**src/rtl/regfile_dump_unit.sv**
```systemverilog
// Streams a contiguous (wrapping) range of register-file entries out over a
// valid/ready port, one register per beat, with abort and single-cycle done.
//
// state | meaning
// ------+-------------------------------------------------------------
// IDLE  | waiting for start; outputs quiet
// READ  | rf_read_addr presented; capture read data into the beat regs
// SEND  | beat valid, held stable until the consumer takes it
// DONE  | one-cycle completion pulse, then back to IDLE
module regfile_dump_unit #(
   parameter int DATA_WIDTH = 64,
   parameter int ADDR_WIDTH = 5
) (
   input  logic                  clock,
   input  logic                  reset,
   input  logic                  start,
   input  logic                  abort,
   input  logic [ADDR_WIDTH-1:0] first_reg,
   input  logic [ADDR_WIDTH-1:0] last_reg,
   output logic [ADDR_WIDTH-1:0] rf_read_addr,
   input  logic [DATA_WIDTH-1:0] rf_read_data,
   output logic                  busy,
   output logic                  dump_valid,
   input  logic                  dump_ready,
   output logic [ADDR_WIDTH-1:0] dump_index,
   output logic [DATA_WIDTH-1:0] dump_data,
   output logic                  dump_last,
   output logic                  done
);

   // The top index is the hardwired zero register and never reports its storage.
   localparam logic [ADDR_WIDTH-1:0] XZR_IDX = '1;

   typedef enum logic [1:0] {
      ST_IDLE,
      ST_READ,
      ST_SEND,
      ST_DONE
   } state_t;

   state_t                r_state;
   state_t                w_state_nxt;
   logic [ADDR_WIDTH-1:0] r_rd_addr;
   logic [ADDR_WIDTH-1:0] w_rd_addr_nxt;
   logic [ADDR_WIDTH-1:0] r_last;
   logic [ADDR_WIDTH-1:0] w_last_nxt;
   logic [ADDR_WIDTH-1:0] r_idx;
   logic [ADDR_WIDTH-1:0] w_idx_nxt;
   logic [DATA_WIDTH-1:0] r_data;
   logic [DATA_WIDTH-1:0] w_data_nxt;
   logic                  r_valid;
   logic                  w_valid_nxt;
   logic                  w_done;

   always_ff @(posedge clock) begin
      if (reset) begin
         r_state   <= ST_IDLE;
         r_rd_addr <= '0;
         r_last    <= '0;
         r_idx     <= '0;
         r_data    <= '0;
         r_valid   <= 1'b0;
      end else begin
         r_state   <= w_state_nxt;
         r_rd_addr <= w_rd_addr_nxt;
         r_last    <= w_last_nxt;
         r_idx     <= w_idx_nxt;
         r_data    <= w_data_nxt;
         r_valid   <= w_valid_nxt;
      end
   end

   always_comb begin
      w_state_nxt   = r_state;
      w_rd_addr_nxt = r_rd_addr;
      w_last_nxt    = r_last;
      w_idx_nxt     = r_idx;
      w_data_nxt    = r_data;
      w_valid_nxt   = r_valid;
      w_done        = 1'b0;
      case (r_state)
         ST_IDLE: begin
            w_valid_nxt = 1'b0;
            if (start && !abort) begin
               w_rd_addr_nxt = first_reg;
               w_last_nxt    = last_reg;
               w_state_nxt   = ST_READ;
            end
         end
         ST_READ: begin
            if (abort) begin
               w_valid_nxt = 1'b0;
               w_state_nxt = ST_IDLE;
            end else begin
               w_idx_nxt   = r_rd_addr;
               w_data_nxt  = (r_rd_addr == XZR_IDX) ? '0 : rf_read_data;
               w_valid_nxt = 1'b1;
               w_state_nxt = ST_SEND;
            end
         end
         ST_SEND: begin
            // Abort wins; a beat the consumer takes in this cycle is simply the last one.
            if (abort) begin
               w_valid_nxt = 1'b0;
               w_state_nxt = ST_IDLE;
            end else if (dump_ready) begin
               w_valid_nxt = 1'b0;
               if (r_idx == r_last) begin
                  w_state_nxt = ST_DONE;
               end else begin
                  w_rd_addr_nxt = r_idx + 1'b1;
                  w_state_nxt   = ST_READ;
               end
            end
         end
         ST_DONE: begin
            w_done      = !abort;
            w_valid_nxt = 1'b0;
            w_state_nxt = ST_IDLE;
         end
         default: begin
            w_valid_nxt = 1'b0;
            w_state_nxt = ST_IDLE;
         end
      endcase
   end

   assign rf_read_addr = r_rd_addr;
   assign busy         = (r_state != ST_IDLE);
   assign dump_valid   = r_valid;
   assign dump_index   = r_idx;
   assign dump_data    = r_data;
   assign dump_last    = r_valid && (r_idx == r_last);
   assign done         = w_done;

endmodule
```
**config.mk**
```make
export PLATFORM = sky130hd
export DESIGN_NAME = regfile_dump_unit
export DESIGN_NICKNAME = d
export VERILOG_FILES = /design/src/rtl/regfile_dump_unit.sv
export SDC_FILE = /design/constraint.sdc
export NUM_CORES = 1
export LEC_CHECK = 0
export CAP_MARGIN = 20
export CORE_MARGIN = 3
export CORE_UTILIZATION = 30
export CTS_BUF_LIST = sky130_fd_sc_hd__clkbuf_8
export CTS_CLUSTER_SIZE = 24
export DETAILED_ROUTE_END_ITERATION = 7
export GPL_TIMING_DRIVEN = 0
export SYNTH_ARGS = -nofsm -noshare
export SYNTH_HDL_FRONTEND = slang
export SYNTH_SLANG_ARGS = --single-unit
```
**constraint.sdc**
```tcl
create_clock -name clock -period 3 [get_ports clock]
set_input_delay 0.75 -clock clock [delete_from_list [all_inputs] [get_ports clock]]
set_output_delay 0.75 -clock clock [all_outputs]
set_load 0.1 [all_outputs]
```
[After elaboration in Yosys (flattened, before gate mapping)]
Cells that the tools add are included.
Word-level totals
  flip-flop bits (word level): 82
  bits in latches: 0
  memory bits (writable): 0
  ROM bits: 0
  output and inout bits: 78
  word-level logic and storage cells: 46
  memories kept: 0
Cells by class
  add/subtract/negate cells: 1
  $mul: 0
  div/mod/pow operators: 0
  order comparisons: 0
  eq/ne operators: 10
  shift operators: 0
  muxes and demuxes: 17
  bitwise operators: 1
  reduce and logical (&&, ||, !) cells: 11
Operators with widths (count)
  2-to-1 mux 64 bit: 1
  2-to-1 mux 5 bit: 4
  2-to-1 mux 2 bit: 5
  case mux 5 bit (2 select lines): 1
  != test 2 bit, second input constant: 4
  case mux 2 bit (4 select lines): 1
  AND reduction 2 bit: 3
  adder 5 x 1 -> 5 bit, second input constant: 1
  equality test 5 bit: 1
  equality test 5 bit, second input constant: 1
  AND reduction 5 bit: 1
  equality test 2 bit, second input constant: 2
  2-to-1 mux 1 bit: 4
  nonzero test 2 bit: 2
  != test 3 bit, second input constant: 1
  case mux 1 bit (3 select lines): 1
  equality test 2 x 1 -> 1 bit, second input constant: 1
  logical AND 1 bit: 2
  zero test 2 bit: 1
  OR reduction 2 bit: 1
  zero test 1 bit: 1
  NOT 1 bit: 1

[Logic depth before layout (Yosys ltp)]
Gate-level depths: netlist of run 1.
  depth after elaboration: 5
  depth in mapped cells: 6
  depth with buffers taken out: 5

[Worst setup path after synthesis of run 1]
OpenSTA, ideal clock, no wires.
  path type: flip-flop to output port
  from: reg r_idx[2], in the netlist dump_index[2]
  to: out dump_last
  arrival time: 2.659 ns
  slack: -0.409 ns
  cell stages (with the launch flop): 4
  cells stage by stage: dfxtp_1 xnor2_1 nand3_1 nor2_1
On the way
  cells in the longest elaborated chain, start to end: 2
RTL lines
  start: declaration: RTL line 47  | logic [ADDR_WIDTH-1:0] r_idx;
  start signal: assignment: RTL line 67  | r_idx <= w_idx_nxt;
  equality test 5 bit: RTL line 133  | assign dump_last = r_valid && (r_idx == r_last);
  logical AND 1 bit: RTL line 133
  end: declaration: RTL line 27  | output logic dump_last,
Every way passes these cells.

[Worst setup path in the final report of run 1]
  from: reg r_idx[0], in the netlist dump_index[0]
  to: out dump_last
Same word-level chain as after synthesis.

==> results of run 1 <==
per-layer routing:
layer	share of wire [%]	up-vias	track usage (%)
met2	46	112	25.5
li1	-	1455	-
met4	1.5	0	5.64
met5	0	-	0
met3	8.7	13	5.65
met1	44	1367	21.3
synthesized netlist by cell type, drive strengths merged:
cell,instances,share of area (%)
nor3,2,0.33
a21oi,6,1.0
mux2i,11,3.7
a31oi,2,0.92
nand2b,4,0.83
nand2,12,1.5
a22oi,64,16
or2,1,0.21
nor2,76,9.5
a211oi,2,0.50
a21boi,1,0.25
xor2,2,0.58
or3,1,0.21
buf,9,1.5
clkbuf,16,2.0
nor4,3,0.62
dfxtp,82,55
o21ai,1,0.17
inv,1,0.12
and3,1,0.21
nand4bb,1,0.37
nor2b,1,0.21
ha,1,0.42
a211o,3,0.87
xnor2,6,1.7
nand3b,1,0.25
nand3,4,0.67
nor3b,1,0.25
a31o,1,0.29
or3b,1,0.29
logic make-up (layout without fill, tap and decap cells):
kind of cell               after synthesis  in the layout  synth area share (%)
AOI/OAI and AO/OA                       80             80                  20.0
xor gates and xnor gates                 8              8                  2.33
adders and majority gates                1              1                 0.416
buffers and inverters                   26            197                  3.62
DFF                                     82             82                  54.6
muxes                                   11             11                  3.66
and+or+nand+nor                        109            109                  15.4
final cells by class:
type	count	area, um2	area share, %
repair buffers	156	1560	31.6
well taps	129	161	3.27
inverters	1	3.75	0.0760
clock inverters	6	83.8	1.70
clock buffers	9	124	2.51
plain buffers	25	105	2.13
flip-flops and latches	82	1640	33.2
multi-input cells	209	1260	25.5
sequential cells by signal, indices dropped and copies added, names as in the netlist:
| signal | count |
|---|---|
| dump_valid | 1 |
| rf_read_addr | 5 |
| r_state | 2 |
| dump_data | 64 |
| r_last | 5 |
| dump_index | 5 |
what timing repair did:
item / 4_1_cts / 5_1_grt
hold endpoints to repair: 0 / 0
setup endpoints to repair: 2 / 0
resized for setup: 4 / 0
metrics by stage:
stage / utilization [%] / hold slack, ns / setup slack [ns] / power (mW) / std cells
floorplan: - / 0.482 / 0.0331 / 1.42 / 317
CTS: 52.0 / 0.518 / 0.0884 / 2.45 / 617
global placement: 49.8 / 0.488 / -0.301 / 1.59 / 602
detailed placement: 49.8 / 0.496 / -0.307 / 1.59 / 602
global route: 52.0 / 0.537 / 0.00464 / 2.54 / 617
finish: 52.0 / 0.513 / 0.144 / 2.42 / 617
worst max-delay path, stage by stage (launching register included):
cell	delay, ns
dfxtp_1	0.47
xnor2_1	0.18
nand3_1	0.15
nor2_2	0.12
dlygate4sd2_1	0.85
worst max-delay path by stage:
stage,from,slack (ns),endpoint,cells past startpoint
floorplan,dump_index[2],0.03,dump_last,3
global placement,abort,-0.30,done,3
detailed placement,abort,-0.31,done,3
CTS,dump_index[0],0.09,dump_last,4
global route,dump_index[0],0.005,dump_last,4
finish,dump_index[0],0.14,dump_last,4
power by group through the flow:
stage,sequential (mW),combinational (mW),clock [mW]
finish,1.13,0.433,0.858
global route,1.14,0.457,0.940
CTS,1.13,0.436,0.882
detailed placement,1.16,0.435,0
global placement,1.16,0.434,0
floorplan,1.32,0.0953,0
==> results.md, run 1 <==
- Total GRT Usage: about 16%
- PortBufs: around 160
- Max Clk Rate: about 0.35 GHz
- Clock Sinks: 82
- Cell count after synthesis: between 300 and 400
- Vias/cell: between 4 and 5
- Worst Hold Class: reg -> reg
- GRT overflow: 0
- Routed Antenna Nets: 0
- Max cap viols: 0
- Placement-stage cell area: around 0.0047 mm2
- Clk pin slew, worst setup/hold paths: roughly 0.08 ns
- Core Region: between 0.009 and 0.01 mm2
- H-tree depth: 3
- Routed via count: slightly below 3,000
- Commonest non-fill, non-tap cells in the layout: clkdlybuf4s50_1, dfxtp_1, nor2_1
- Static leakage: 1.77 nW
- Tmin final: between 2 and 3 ns
- R2R depth: 6
- Routability Congestion: roughly 0.75
- First-pass DRT Iterations: 4
- Post-Syn Area: between 0.003 and 0.004 mm2
- Area Overhead vs Synth: 64.3%
- Sw Pwr: approximately 0.68 mW
- CP Launch Type: flop
- Worst reg2reg endpoint: dump_data[62]
- Boundary pin count: about 160
- Seq cells post-synth: 82
- Hold EP: dump_data[58]
- TNS Setup: 0 ns
- Clock buffer depth: 2
- Flop pwr share: 46.8%
- Largest net degree at the start of global routing: 14
- Hold Buf Count CTS: 0
- Iteration-0 DRC Markers: about 120
- Critical path class: reg -> out
- Crit path required time: roughly 2.3 ns
- CTS tree: yes
- Count of final max-slew check failures: 0
- Die Ht: roughly 110 um
- Hpwl dp: roughly 6800 um
- Layout cells sized above 1: 5.74%
- RSZ-0062 raised after global routing: false
- Syn nets: between 300 and 400
- Critical path data arrival time: 2.11 ns
- DRC: 0
- Root Buffer Master: clkbuf_8
- Worst hold start: dump_data[58]
- CTS Buf Count: 9
- Slew of the pin with the lowest slew margin: 1.01 ns
- Initial antenna violation count: 0
- R2r startpoint: r_state[0]
- Worst VDD drop: between 0.2 and 0.25 mV
- Switching fraction of total power: approximately 28%
- Drt wl/cell: 14.9 um
- Sequential-to-total area share from yosys stat: a little over half
- P_int: about 1.7 mW
- Fin. Hold Viols: 0
- Post-Syn Area per Cell: 9.49 um2
- Initial Util: between 30% and 40%
- Flop-to-flop setup slack: approximately 1.1 ns
- Postcts setup bufs: 0
- Final Instance Area: a little under 0.005 mm2
- Worst skew pair latency: between 0.3 and 0.4 ns
- Worst Hold Depth: 2
- Slew margin rel.: roughly a third
- Synth cell types: 31
- Synth warnings: 0
- Final setup fails: 0
- Final worst-path cycle share: 95.2%
- CP max FO: 6
- Die ar.: ~0.011 mm2
- PwrDens: 491 mW/mm2
- Combinational share of power: between 10% and 20%
- Clock skew: ~0.0076 ns
- Fin nets: around 560
- Diode count: 0
- First-pass GRT wire length: between 10,000 and 15,000 um
- Num rows: 35
- Chip width: around 110 um
- Routed Wire Length: between 9000 and 10,000 um
- Clock Power Share: 35.4%
- Commonest non-fill, non-tap cell in the layout: clkdlybuf4s50_1
- Setup crit end kind: primary output
- Fill cell count: approximately 930
- Status: complete, no violations
- Vias in the first global route: 2,918
No activity file was read; power rests on OpenSTA's default activity.
==> run 2: changes to the inputs <==
CORE_ASPECT_RATIO = 0.8   (was not set)
==> run 2 against run 1 <==
  * Final cell count is 1.3% higher
  * Sequential share of layout area is 0.18 points lower
  * Sequential power hardly changed
  * Largest cell class unchanged
  * Highest routed layer unchanged
  * Critical path type unchanged
==> results.md, run 2 (synthesis results as in run 1) <==
- Largest net degree at the start of global routing: 14 (unchanged)
- Core Region: 0.00969 mm2 (was 0.00950 mm2)
- DRC: 0 (unchanged)
- GR peak layer: met2 (unchanged)
- Worst VDD drop: 0.257 mV (was 0.223 mV)
- Die ar.: 0.0113 mm2 (about the same)
- CTS Buf Count: 9 (unchanged)
- Vias/cell: 4.72 (was 4.78)
- Area Overhead vs Synth: 65.1% (was 64.3%)
- Iteration-0 DRC Markers: 221 (was 116)
- Slew margin rel.: 32.8% (was 32.5%)
- Routed Antenna Nets: 0 (unchanged)
- Num rows: 32 (was 35)
- Clock skew: 0.00729 ns (was 0.00756 ns)
- Commonest non-fill, non-tap cells in the layout: clkdlybuf4s50_1, dfxtp_1, nor2_1 (unchanged)
- Crit path required time: 2.25 ns (about the same)
- Chip width: 118 um (was 106 um)
- Total GRT Usage: 16.4% (about the same)
- Fin nets: 564 (unchanged)
- Hold Buf Count CTS: 0 (unchanged)
- Fin. Hold Viols: 0 (unchanged)
- Boundary pin count: 157 (unchanged)
- Status: complete, no violations (unchanged)
- RSZ-0062 raised after global routing: false (unchanged)
- Clock Sinks: 82 (unchanged)
- First-pass GRT wire length: 14,600 um (was 14,900 um)
- CTS tree: yes (unchanged)
- Footprint of the multi-input gates: 0.00126 mm2 (unchanged)
- Drt wl/cell: 14.8 um (was 14.9 um)
- Commonest non-fill, non-tap cell in the layout: clkdlybuf4s50_1 (unchanged)
- Final worst-path cycle share: 93.8% (was 95.2%)
- Worst hold start: rf_read_addr[1] (was dump_data[58])
- H-tree depth: 3 (unchanged)
- Routed via count: 2,952 (was 2,947)
- Static leakage: 1.78 nW (was 1.77 nW)
- PwrDens: 498 mW/mm2 (was 491 mW/mm2)
- Layout cells sized above 1: 6.13% (was 5.74%)
- Max Clk Rate: 0.355 GHz (was 0.350 GHz)
- Final core utilization: 51.3% (was 52.0%)
- Postcts setup bufs: 0 (unchanged)
- PortBufs: 156 (unchanged)
- Routability Congestion: 0.737 (was 0.748)
- Max cap viols: 0 (unchanged)
- Slew of the pin with the lowest slew margin: 1.01 ns (about the same)
- Reg area: 0.00164 mm2 (unchanged)
- Worst Hold Class: reg -> reg (unchanged)
- Die Ht: 95.6 um (was 106 um)
- Met1 Use GR: 22.0% (was 21.3%)
- Hpwl dp: 6920 um (was 6840 um)
- Root Buffer Master: clkbuf_8 (unchanged)
- Final worst slack: 0.185 ns (was 0.144 ns)
- Fill cell count: 939 (was 933)
- Critical path data arrival time: 2.06 ns (was 2.11 ns)
- Setup crit end kind: primary output (unchanged)
- Initial Util: 31.0% (was 31.7%)
- Clk pin slew, worst setup/hold paths: 0.08 ns (about the same)
- Worst skew pair latency: 0.35 ns (was 0.34 ns)
- Met2 usage: 25.1% (was 25.5%)
- Tmin final: 2.81 ns (was 2.86 ns)
- Met3 Use GR: 5.87% (was 5.65%)
- Largest register FFs: 64 (unchanged)
- Diode count: 0 (unchanged)
- R2r startpoint: r_state[0] (unchanged)
- Initial antenna violation count: 0 (unchanged)
- CP startpoint: r_state[1] (was dump_index[0])
- CP Launch Type: flop (unchanged)
- Count of final max-slew check failures: 0 (unchanged)
- First-pass DRT Iterations: 5 (was 4)
- CP max FO: 7 (was 6)
- GRT overflow: 0 (unchanged)
- Dpl ws: -0.340 ns (was -0.307 ns)
- Critical path class: reg -> out (unchanged)
- Clock buffer depth: 2 (unchanged)
- Routed Wire Length: 9280 um (was 9200 um)
- Vias in the first global route: 2,824 (was 2,918)
- Final setup fails: 0 (unchanged)
run 2: cell types whose count changed in the layout (fill, tap and decap cells not counted), sizes merged:
cell,before,now
clkinvlp,2,0
clkbuf,25,28
dlygate4sd2,1,0
clkinv,1,2
run 2: area by class of cell:
| class | instances | share of cell area (%) |
|---|---|---|
| Multi-Input combinational cell | 209 | 25.4 |
| Buffer | 25 | 2.12 |
| Clock inverter | 5 | 1.56 |
| Tap cell | 136 | 3.43 |
| Sequential cell | 82 | 33.0 |
| Clock buffer | 11 | 3.05 |
| Timing Repair Buffer | 156 | 31.4 |
| Inverter | 1 | 0.0756 |
run 2: stage by stage:
stage / TNS (ns) / hold slack [ns] / area [um2] / std cells / power, mW
CTS: 0 / 0.504 / 4970 / 625 / 2.51
floorplan: 0 / 0.482 / 3010 / 317 / 1.42
detailed placement: -0.340 / 0.489 / 4740 / 609 / 1.60
finish: 0 / 0.503 / 4970 / 625 / 2.47
global route: 0 / 0.532 / 4970 / 625 / 2.58
global placement: -0.334 / 0.487 / 4740 / 609 / 1.59
run 2: worst max-delay path, stage by stage (launching register included):
cell and delay [ns]:
dfxtp_1 0.43, or2_2 0.16, clkdlybuf4s50_1 1.12
run 2: worst paths after layout:
path / end / slack, ns / cells past startpoint
max: busy / 0.19 / 2
min: dump_index[1] / 0.50 / 2
max reg2reg: dump_data[50] / 1.09 / 6
min reg2reg: dump_index[1] / 0.50 / 2
run 2: repair_timing:
item | CTS | global route
endpoints found under the setup margin | 2 | 1
cloned | 0 | 0
gates resized for setup | 4 | 2
run 2: power by group:
group / internal (mW) / leakage (nW) / switching, mW / total (mW)
logic: 0.168 / 0.998 / 0.267 / 0.434
clock network: 0.512 / 0.121 / 0.393 / 0.905
registers: 1.11 / 0.664 / 0.0205 / 1.14
run 2: routing by layer:
layer  share of wire (%)  wire length [um]
met1                  48              4440
met2                  44              4100
met3                 7.5               693
met4                0.51                47
met5                   0                 0
